File: src/rtl/filtr_dac_out.sv
// filtr_dac_out: captures each filtered sample on the rising edge of
// data_valid, truncates it to its upper DAC_BITS and shifts it MSB-first
// to an SPI-style DAC framed by dac_sync_n. A one-word holding register
// lets the next sample arrive while the current frame is still shifting.
// Build option: define FILTR_DAC_OFFSET_BIN_EN to send offset binary
// (MSB inverted) instead of two's complement.
module filtr_dac_out #(
  parameter int unsigned DATA_SIZE = 24,
  parameter int unsigned DAC_BITS  = 16,
  parameter int unsigned CLK_DIV   = 4
) (
  input  logic                 clk,
  input  logic                 reset,
  input  logic [DATA_SIZE-1:0] data_in,
  input  logic                 data_valid,
  output logic                 dac_sclk,
  output logic                 dac_sdata,
  output logic                 dac_sync_n,
  output logic                 busy,
  output logic                 overrun
);

  // div_cnt spans both the SCLK half-period and the 2*CLK_DIV inter-frame gap
  localparam int unsigned DIV_W = $clog2(2 * CLK_DIV);
  localparam int unsigned BIT_W = $clog2(DAC_BITS);

  localparam logic [DIV_W-1:0] DIV_LAST = DIV_W'(CLK_DIV - 1);
  localparam logic [DIV_W-1:0] GAP_LAST = DIV_W'(2 * CLK_DIV - 1);
  localparam logic [BIT_W-1:0] BIT_LAST = BIT_W'(DAC_BITS - 1);

  typedef enum logic [1:0] {
    ST_IDLE,
    ST_SHIFT,
    ST_GAP
  } state_e;

  state_e              state_q, state_d;
  logic [DAC_BITS-1:0] hold_q, hold_d;
  logic                hold_full_q, hold_full_d;
  logic                dv_q, dv_d;
  logic [DAC_BITS-1:0] shreg_q, shreg_d;
  logic [BIT_W-1:0]    bit_cnt_q, bit_cnt_d;
  logic [DIV_W-1:0]    div_cnt_q, div_cnt_d;
  logic                sclk_q, sclk_d;
  logic                sdata_q, sdata_d;
  logic                sync_n_q, sync_n_d;
  logic                busy_q, busy_d;
  logic                overrun_q, overrun_d;

  logic [DAC_BITS-1:0] cap_word_c;
  logic                capture_c;
  logic                consume_c;

  // Low-order sample bits are dropped by truncation
  if (DATA_SIZE > DAC_BITS) begin : g_trunc
    logic unused_lsb_c;
    assign unused_lsb_c = ^data_in[DATA_SIZE-DAC_BITS-1:0];
  end

  // Truncated word as it will be sent; optional two's complement -> offset binary
  always_comb begin
    cap_word_c = data_in[DATA_SIZE-1 -: DAC_BITS];
`ifdef FILTR_DAC_OFFSET_BIN_EN
    cap_word_c[DAC_BITS-1] = ~cap_word_c[DAC_BITS-1];
`endif
  end

  assign capture_c = data_valid & ~dv_q;
  assign consume_c = (state_q == ST_IDLE) & hold_full_q;

  // State register; synchronous active-low reset aborts any frame
  always_ff @(posedge clk) begin
    if (!reset) begin
      state_q     <= ST_IDLE;
      hold_q      <= '0;
      hold_full_q <= 1'b0;
      dv_q        <= 1'b0;
      shreg_q     <= '0;
      bit_cnt_q   <= '0;
      div_cnt_q   <= '0;
      sclk_q      <= 1'b0;
      sdata_q     <= 1'b0;
      sync_n_q    <= 1'b1;
      busy_q      <= 1'b0;
      overrun_q   <= 1'b0;
    end else begin
      state_q     <= state_d;
      hold_q      <= hold_d;
      hold_full_q <= hold_full_d;
      dv_q        <= dv_d;
      shreg_q     <= shreg_d;
      bit_cnt_q   <= bit_cnt_d;
      div_cnt_q   <= div_cnt_d;
      sclk_q      <= sclk_d;
      sdata_q     <= sdata_d;
      sync_n_q    <= sync_n_d;
      busy_q      <= busy_d;
      overrun_q   <= overrun_d;
    end
  end

  // Next-state: holding register, frame sequencer and serial outputs
  always_comb begin
    state_d     = state_q;
    hold_d      = hold_q;
    hold_full_d = hold_full_q;
    dv_d        = data_valid;
    shreg_d     = shreg_q;
    bit_cnt_d   = bit_cnt_q;
    div_cnt_d   = div_cnt_q;
    sclk_d      = sclk_q;
    sdata_d     = sdata_q;
    sync_n_d    = sync_n_q;
    overrun_d   = overrun_q;

    // A capture always wins the holding register; losing an unsent word is sticky
    if (capture_c) begin
      hold_d      = cap_word_c;
      hold_full_d = 1'b1;
      if (hold_full_q && !consume_c) begin
        overrun_d = 1'b1;
      end
    end else if (consume_c) begin
      hold_full_d = 1'b0;
    end

    case (state_q)
      ST_IDLE: begin
        if (hold_full_q) begin
          shreg_d   = hold_q;
          sdata_d   = hold_q[DAC_BITS-1];
          sync_n_d  = 1'b0;
          sclk_d    = 1'b0;
          bit_cnt_d = '0;
          div_cnt_d = '0;
          state_d   = ST_SHIFT;
        end
      end

      ST_SHIFT: begin
        if (div_cnt_q == DIV_LAST) begin
          div_cnt_d = '0;
          if (!sclk_q) begin
            sclk_d = 1'b1;
          end else begin
            // Falling SCLK: either present the next bit or close the frame
            sclk_d = 1'b0;
            if (bit_cnt_q == BIT_LAST) begin
              sync_n_d = 1'b1;
              state_d  = ST_GAP;
            end else begin
              bit_cnt_d = bit_cnt_q + BIT_W'(1);
              shreg_d   = shreg_q << 1;
              sdata_d   = shreg_q[DAC_BITS-2];
            end
          end
        end else begin
          div_cnt_d = div_cnt_q + DIV_W'(1);
        end
      end

      ST_GAP: begin
        if (div_cnt_q == GAP_LAST) begin
          div_cnt_d = '0;
          state_d   = ST_IDLE;
        end else begin
          div_cnt_d = div_cnt_q + DIV_W'(1);
        end
      end

      default: begin
        state_d = ST_IDLE;
      end
    endcase

    busy_d = (state_d != ST_IDLE) | hold_full_d;
  end

  assign dac_sclk   = sclk_q;
  assign dac_sdata  = sdata_q;
  assign dac_sync_n = sync_n_q;
  assign busy       = busy_q;
  assign overrun    = overrun_q;

endmodule

File: config.mk
export PLATFORM = sky130hd
export DESIGN_NAME = filtr_dac_out
export DESIGN_NICKNAME = d
export VERILOG_FILES = /design/src/rtl/filtr_dac_out.sv
export SDC_FILE = /design/constraint.sdc
export NUM_CORES = 1
export LEC_CHECK = 0
export ABC_AREA = 1
export CAP_MARGIN = 5
export CORE_MARGIN = 5
export CORE_UTILIZATION = 57
export CTS_BUF_LIST = sky130_fd_sc_hd__clkbuf_4 sky130_fd_sc_hd__clkbuf_8
export DETAILED_ROUTE_END_ITERATION = 7
export GPL_ROUTABILITY_DRIVEN = 0
export GPL_TIMING_DRIVEN = 0
export PLACE_DENSITY = 0.79
export SLEW_MARGIN = 20
export SYNTH_ARGS = -nofsm -noshare
export SYNTH_HDL_FRONTEND = slang
export SYNTH_SLANG_ARGS = --single-unit
File: constraint.sdc
create_clock -name clk -period 3.4 [get_ports clk]
set_clock_uncertainty 0.15 [all_clocks]
set_input_delay 0.34 -clock clk [delete_from_list [all_inputs] [get_ports clk]]
set_output_delay 0.34 -clock clk [all_outputs]
set_load 0.01 [all_outputs]
==> summary.md, run 1 <==
The flow ran to the end, and the final reports show no timing, DRC or antenna violations. The tools report the number of cells upsized or downsized after cts as 0. The capturing element type of the critical path is a flop.

For the pre-CTS setup slack, the log shows 1283 ps. The floorplan die width is 72.14 um. The detailed router finished its first iteration with 131 violations. Buffers placed on the I/O ports in this run total 22. Leaving out fill and tap cells, the most frequent cells in the layout are nand2_1, nor2_1, dfxtp_1. For the pin with the worst max-slew slack, the measured transition is 493.5 ps. The post-route clock period utilization is 57.53%, and the placed wire-length estimate after detailed placement is 3.315 mm. STA classifies the critical path startpoint as a flop. Synthesis handed over a netlist of 310 instances. The synthesized netlist net count was 346. Data on the critical path arrives at its endpoint at 1990 ps. Entering global routing, the biggest net connects 15 pins. Summing every instance area after synthesis gives 2201 um2. The data required time at the worst endpoint was 3440 ps; the share of post-route cells with drive strength above 1 was 10.00%. Total vias in the final route: 1,949. Wire length after detailed routing: 4.625 mm.

TritonCTS built the clock tree. The worst-path maximum fanout was 10. The startpoint identified for the worst register-to-register timing path is state_q[1]$_SDFF_PN0_.

The final layout contains 375 nets. The final global-route overflow total was 0. The headroom to the max-slew limit is 67.10%. VDD sags by at most 314.1 uV. The average instance in the mapped netlist occupies 7.100 um2. The clock reaches the later pin of the worst-skew pair after 300 ps. Global routing used 19.67% of the available tracks.

The logs give 1.153 nW for the leakage power total and 59.67% for the initial standard-cell utilization of the core. The overall die height is 72.14 um, and the post-route core utilization is 70.45%. The path class of the tightest hold or removal check is primary input to flop.

CTS built an H-tree with a depth of 2. The number of antenna violations at the first check in global routing is 0, and the placeable core region is 3689 um2. The tools report the final count of pins violating max slew as 0.

Summed over its instances, the top area cell type makes up 42.75% of the synthesized netlist area. In the routed layout, each cell is associated on average with a via count of 5.023. Of the synthesized area, sequential elements account for 42.75%.

The area overhead of the layout relative to synthesis works out to 18.08%. In this run the post-CTS setup repair buffer count came out at 0. The run gives 0 as the count of endpoints failing setup in the final report.

Clock tree synthesis found a total of 47 sinks. The critical path in this run is classified as flop to flop. By area the synthesized netlist is led by dfxtp_1, nand2_1, nor2_1, o21ai_0, ha_1. The number of global-route vias before repair was 1,877; the length of the first detailed-routing pass in iterations was 4. The setup TNS is 0 ps, and the wire length per cell is 11.92 um. In this run, distinct cell masters in the synthesized netlist total 28.

Setup repair after global routing left no endpoint under its margin. The wire length of the first global-routing pass is 8.086 mm. For the count of yosys warnings during synthesis, the log shows 0. The detail route stage leaves a number of antenna-violating nets equal to 0.

The initialized floorplan defines 22 standard-cell rows. The final critical delay including setup and external delays is 1956 ps, and the number of diodes added for antenna fixing is 0. Hold violation total from the final report: 0. Of all cell types, the one taking the most synthesized area is dfxtp_1. CTS placed an instance of clkbuf_8 at the clock tree root. The I/O pin total was 32; the overall die area was 5204 um2. Based on the critical path, the design can be clocked at up to 511.2 MHz.

The max-capacitance violation count was 0; the minimum setup slack in the final design was 1444 ps. The synthesized flop and latch total is 47, and the hold-fix buffer count after cts is 0. For the count of unresolved DRC violations after routing, the log shows 0. The most common cell after layout, fill and taps aside is nand2_1.

Counting the buffers created by CTS gives 5. Clock-pin slew was measured on the worst setup and hold paths at 90 ps. For this design the ratio of total power to cell area is 488.9 nW/um2. In this run the worst setup path begins at state_q[1]$_SDFF_PN0_. The tools report the worst hold path startpoint as reset. The overall power was 1.271 mW; the buffer levels on the longest clock path was 2.
cell usage after synthesis (all sizes together):
library cell  count
a211oi            1
clkinv            1
inv              23
o21ai            36
a31oi             2
clkbuf            6
a22oi             1
nand4             4
nor2             77
dfxtp            47
or2               1
a21oi             7
nand3             7
nand2            78
o21a              1
buf               8
ha                9
xnor2             1
final cells by class:
cell class                      count  area [um2]
Clock buffer                        6       82.58
Multi-Input combinational cell    225        1091
Fill cell                         346        1090
Timing Repair Buffer               22       220.2
Clock inverter                      2       35.03
Tap cell                           48       60.06
Buffer                             14       78.83
Sequential cell                    47       940.9
Inverter                           24       90.09
logic make-up (layout without fill, tap and decap cells):
family                   Yosys count  count (layout)  synth area share, %
buffers and inverters             38              68                7.674
AO/OA/AOI/OAI                     48              48                11.37
adder cells (fa/ha/maj)            9               9                5.117
flip-flops                        47              47                42.75
XOR/XNOR                           1               1               0.3980
AND/OR/NAND/NOR                  167             167                32.69
sequential cells by signal, summed over array words and instances (netlist names):
register / flops
hold_q: 16
shreg_q: 15
bit_cnt_q: 4
div_cnt_q: 3
state_q: 2
busy: 1
dac_sclk: 1
dac_sdata: 1
dac_sync_n: 1
dv_q: 1
hold_full_q: 1
overrun: 1
layer usage:
| metal | global-route usage [%] | up-vias | wire length (um) |
|---|---|---|---|
| met4 | 6.472 | 0 | 36 |
| met2 | 34.88 | 32 | 2228 |
| li1 | - | 1027 | - |
| met1 | 23.20 | 886 | 2162 |
| met5 | 0 | - | 0 |
| met3 | 4.571 | 4 | 198 |
path summary, 6_finish.rpt:
kind	end	cells past startpoint	slack (ps)
worst max-delay path	shreg_q[5]$_SDFFE_PN0P_	9	1440
worst min-delay path	hold_q[14]$_SDFFE_PN0P_	3	200
worst max register to register	shreg_q[5]$_SDFFE_PN0P_	9	1440
worst min register to register	shreg_q[0]$_SDFFE_PN0P_	2	320
per-stage QoR:
step	hold slack [ps]	cells	cell area, um2
CTS	202.2	388	2599
finish	201.8	388	2599
global placement	288.0	380	2481
detailed placement	308.2	380	2481
global route	234.0	388	2599
floorplan	283.5	310	2201
where the power goes:
part / switching (mW) / internal [mW]
registers: 0.0280 / 0.596
clock network: 0.190 / 0.238
logic: 0.125 / 0.0934
worst max-delay path, cell delays in order, from the launching register on:
cell,delay (ps)
dfxtp_1,390
inv_1,90
ha_1,280
inv_2,120
nor2_1,40
nor2_1,150
nand3_1,100
buf_2,200
o21ai_0,230
nor2_1,70
(Power assumes the default switching activity.)
==> inputs of run 2 (changes only) <==
CORE_UTILIZATION = 50   (was 57)
PLACE_DENSITY = 0.73   (was 0.79)
clock period = 1.7 ns   (was 3.4 ns; I/O delays follow)
==> summary.md, run 2 (synthesis gave the netlist of run 1 again) <==
The run finished with clean final reports. The max-capacitance violation count was 0 (unchanged). The tools report the instance area at placement as 2486 um2 (+0.20%). The initial standard-cell utilization of the core came out at 50.90% (-8.8 points). The run gives 4 (unchanged) as the length of the first detailed-routing pass in iterations. The setup slack on the worst flop-to-flop path was 50 ps (-1390 ps).

The highest attainable clock frequency is 605.7 MHz (+18%). The min-delay analysis places its worst path in the category primary input to flop. Placeable core region: 4324 um2 (+17%).

For the total vias in the final route, the log shows 1,980 (+1.6%). For the wire length after detailed routing, the log shows 5.023 mm (+8.6%). Worst-path maximum fanout: 10 (unchanged). For the number of cell rows, the log shows 24 (+9.1%).

In the final layout, the registers with the most flip-flops are hold_q (16), shreg_q (15), bit_cnt_q (4). The final critical delay including setup and external delays was 1651 ps (-305.2 ps). STA classifies the critical path endpoint as a flop. The path type of the worst setup path was flop to flop. The share of post-route cells with drive strength above 1 came out at 18.02% (+8.0 points).

The placed wire-length estimate after detailed placement was 3.294 mm (-0.62%). The final design instance area without fill came out at 2768 um2 (+6.5%). The run gives -287.2 ps (-1570 ps) as the pre-CTS setup slack. The logs give 0 (unchanged) for the number of diodes added for antenna fixing and 1750 ps (-1690 ps) for the data required time at the worst endpoint. The cell count after placement was 384 (+1.1%); the total clock sinks was 47 (unchanged).

The run gives 0 (unchanged) as the final global-route overflow total. The buffer levels on the longest clock path came out at 2 (unchanged). Setup repair after global routing could not meet its margin everywhere. The logs give 2 (unchanged) for the count of H-tree levels built during CTS and 596.5 uV (+90%) for the worst IR drop on VDD. The worst hold path begins at reset. Overall die area: 5829 um2 (+12%). The logs give 0 (unchanged) for the count of endpoints failing setup in the final report and 1.195 nW (+3.6%) for the leakage power total. The run gives 0 (unchanged) as the final count of pins violating max slew. The register bank with the most flops is hold_q. The area overhead of the layout relative to synthesis works out to 25.75%. In the layout the commonest cells are nand2_1, nor2_1, dfxtp_1. The nature of the critical path startpoint was a flop.

The wire length of the first global-routing pass is 8.135 mm (+0.61%), and the floorplan die width is 76.35 um (+5.8%). The library cell used most frequently in the layout, excluding fill and tap cells, is nand2_1. The final cell count without fillers is 396 (+2.1%). The setup TNS was 0 ps (unchanged); the post-route clock period utilization was 97.12% (+40 points). The number of flip-flops in the largest register is 16 (unchanged). The hold violation total from the final report was 0 (unchanged). The depth of the worst register-to-register path was 9 (unchanged).

The violation count after the first detailed-route iteration is 166 (+27%). The power density of the placed cells was 910.5 nW/um2 (+86%); the minimum setup slack in the final design was 49.03 ps (-1395 ps). Average vias per placed instance: 5.000 (-0.46%).

The clock latency at the later pin of the worst-skew pair was 310 ps (about the same); the transition time at the pin with the least slew margin was 547.0 ps (+53.50 ps). Final-stage net count: 379 (+1.1%). The count of cells along the worst hold path came out at 3 (unchanged). TritonCTS built the clock tree. Post-route core utilization: 64.00% (-6.4 points). The count of input and output buffers came out at 22 (unchanged).

The count of unresolved DRC violations after routing was 0 (unchanged); the clock-pin slew reported for the worst setup and hold paths after clock tree synthesis was 90 ps (about the same). The post-detailed-route count of antenna-violating nets came out at 0 (unchanged). For the headroom to the max-slew limit, the log shows 63.53% (-3.6 points).

The tools report the number of global-route vias before repair as 1,846 (-1.7%). The I/O pin total was 32 (unchanged). The wire length per cell works out to 12.68 um (+6.4%). Tracing the worst setup path back leads to its startpoint at state_q[0]$_SDFF_PN0_.

For the number of clock buffers inserted by TritonCTS, the log shows 5 (unchanged). Reg-to-reg critical path startpoint: state_q[0]$_SDFF_PN0_. The maximum number of pins on one net before global-route repair was 15 (unchanged). The overall track demand over capacity in global routing was 16.90% (-2.8 points). The tools report the number of antenna violations at the first check in global routing as 0 (unchanged). Clock tree synthesis selected as its root buffer the cell clkbuf_8. The overall die height is 76.35 um (+5.8%), and the critical path data arrival time is 1700 ps (-290 ps).
==> run 2: path summary, 6_finish.rpt <==
path,end
setup / recovery,shreg_q[1]$_SDFFE_PN0P_
hold / removal,hold_q[13]$_SDFFE_PN0P_
setup reg to reg,shreg_q[1]$_SDFFE_PN0P_
hold reg to reg,dac_sync_n$_SDFFE_PN1P_
==> run 2: final cells by class <==
cell class / count / area (um2)
well taps: 52 / 65.06
inverters: 24 / 93.84
clock inverters: 1 / 7.507
fillers: 410 / 1556
repair buffers: 28 / 286.5
flip-flops and latches: 47 / 949.7
multi-input cells: 225 / 1185
clock buffers: 7 / 96.34
plain buffers: 12 / 83.83
==> run 2: metrics by stage <==
step,power [mW],hold WS [ps]
after detailed placement,1.710,288.3
after CTS,2.478,38.28
after floorplan,1.565,113.5
after global placement,1.701,288.7
final,2.520,45.62
after global routing,2.643,48.62
==> run 2: where the power goes <==
group / switching [mW] / total, mW / leakage, nW / internal (mW)
Sequential: 0.0577 / 1.25 / 0.389 / 1.19
Clock: 0.388 / 0.758 / 0.0505 / 0.370
Combinational: 0.278 / 0.510 / 0.755 / 0.232
Total: 0.724 / 2.52 / 1.19 / 1.80
==> run 2: timing repair <==
action,in CTS,in global routing
setup buffers,3,2
pin swaps,2,6
cloned,0,1
hold buffers,0,0
resized for setup,12,33
setup endpoints to repair,24,34
==> run 2: metal layers <==
metal  track usage, %  wire [um]  vias to the layer above  share of wire (%)
li1                 -          -                     1033                  -
met5                0          0                        -                  0
met2            28.77       2396                       43                 48
met4            5.245         72                        0                1.4
met1            20.82       2301                      896                 46
met3            4.255        253                        8                5.0
==> run 2: critical path: stages, from the launching register on <==
cell	delay, ps
dfxtp_4	380
inv_2	60
ha_4	180
inv_2	90
nor2_1	70
nor2_2	150
nand3_2	120
buf_6	160
o21ai_1	130
nor2_1	50
==> inputs of run 3 (changes only) <==
--- a/constraint.sdc
+++ b/constraint.sdc
@@ -4,2 +4,2 @@
 set_output_delay 0.17 -clock clk [all_outputs]
-set_load 0.01 [all_outputs]
+set_load 0.005 [all_outputs]
==> results of run 3 <==
The final DEF is identical to that of run 2. Status: finished clean.
Among the figures that moved: total power 2.520 mW -> 2.515 mW; worst IR drop on VDD 596.5 uV -> 591.8 uV
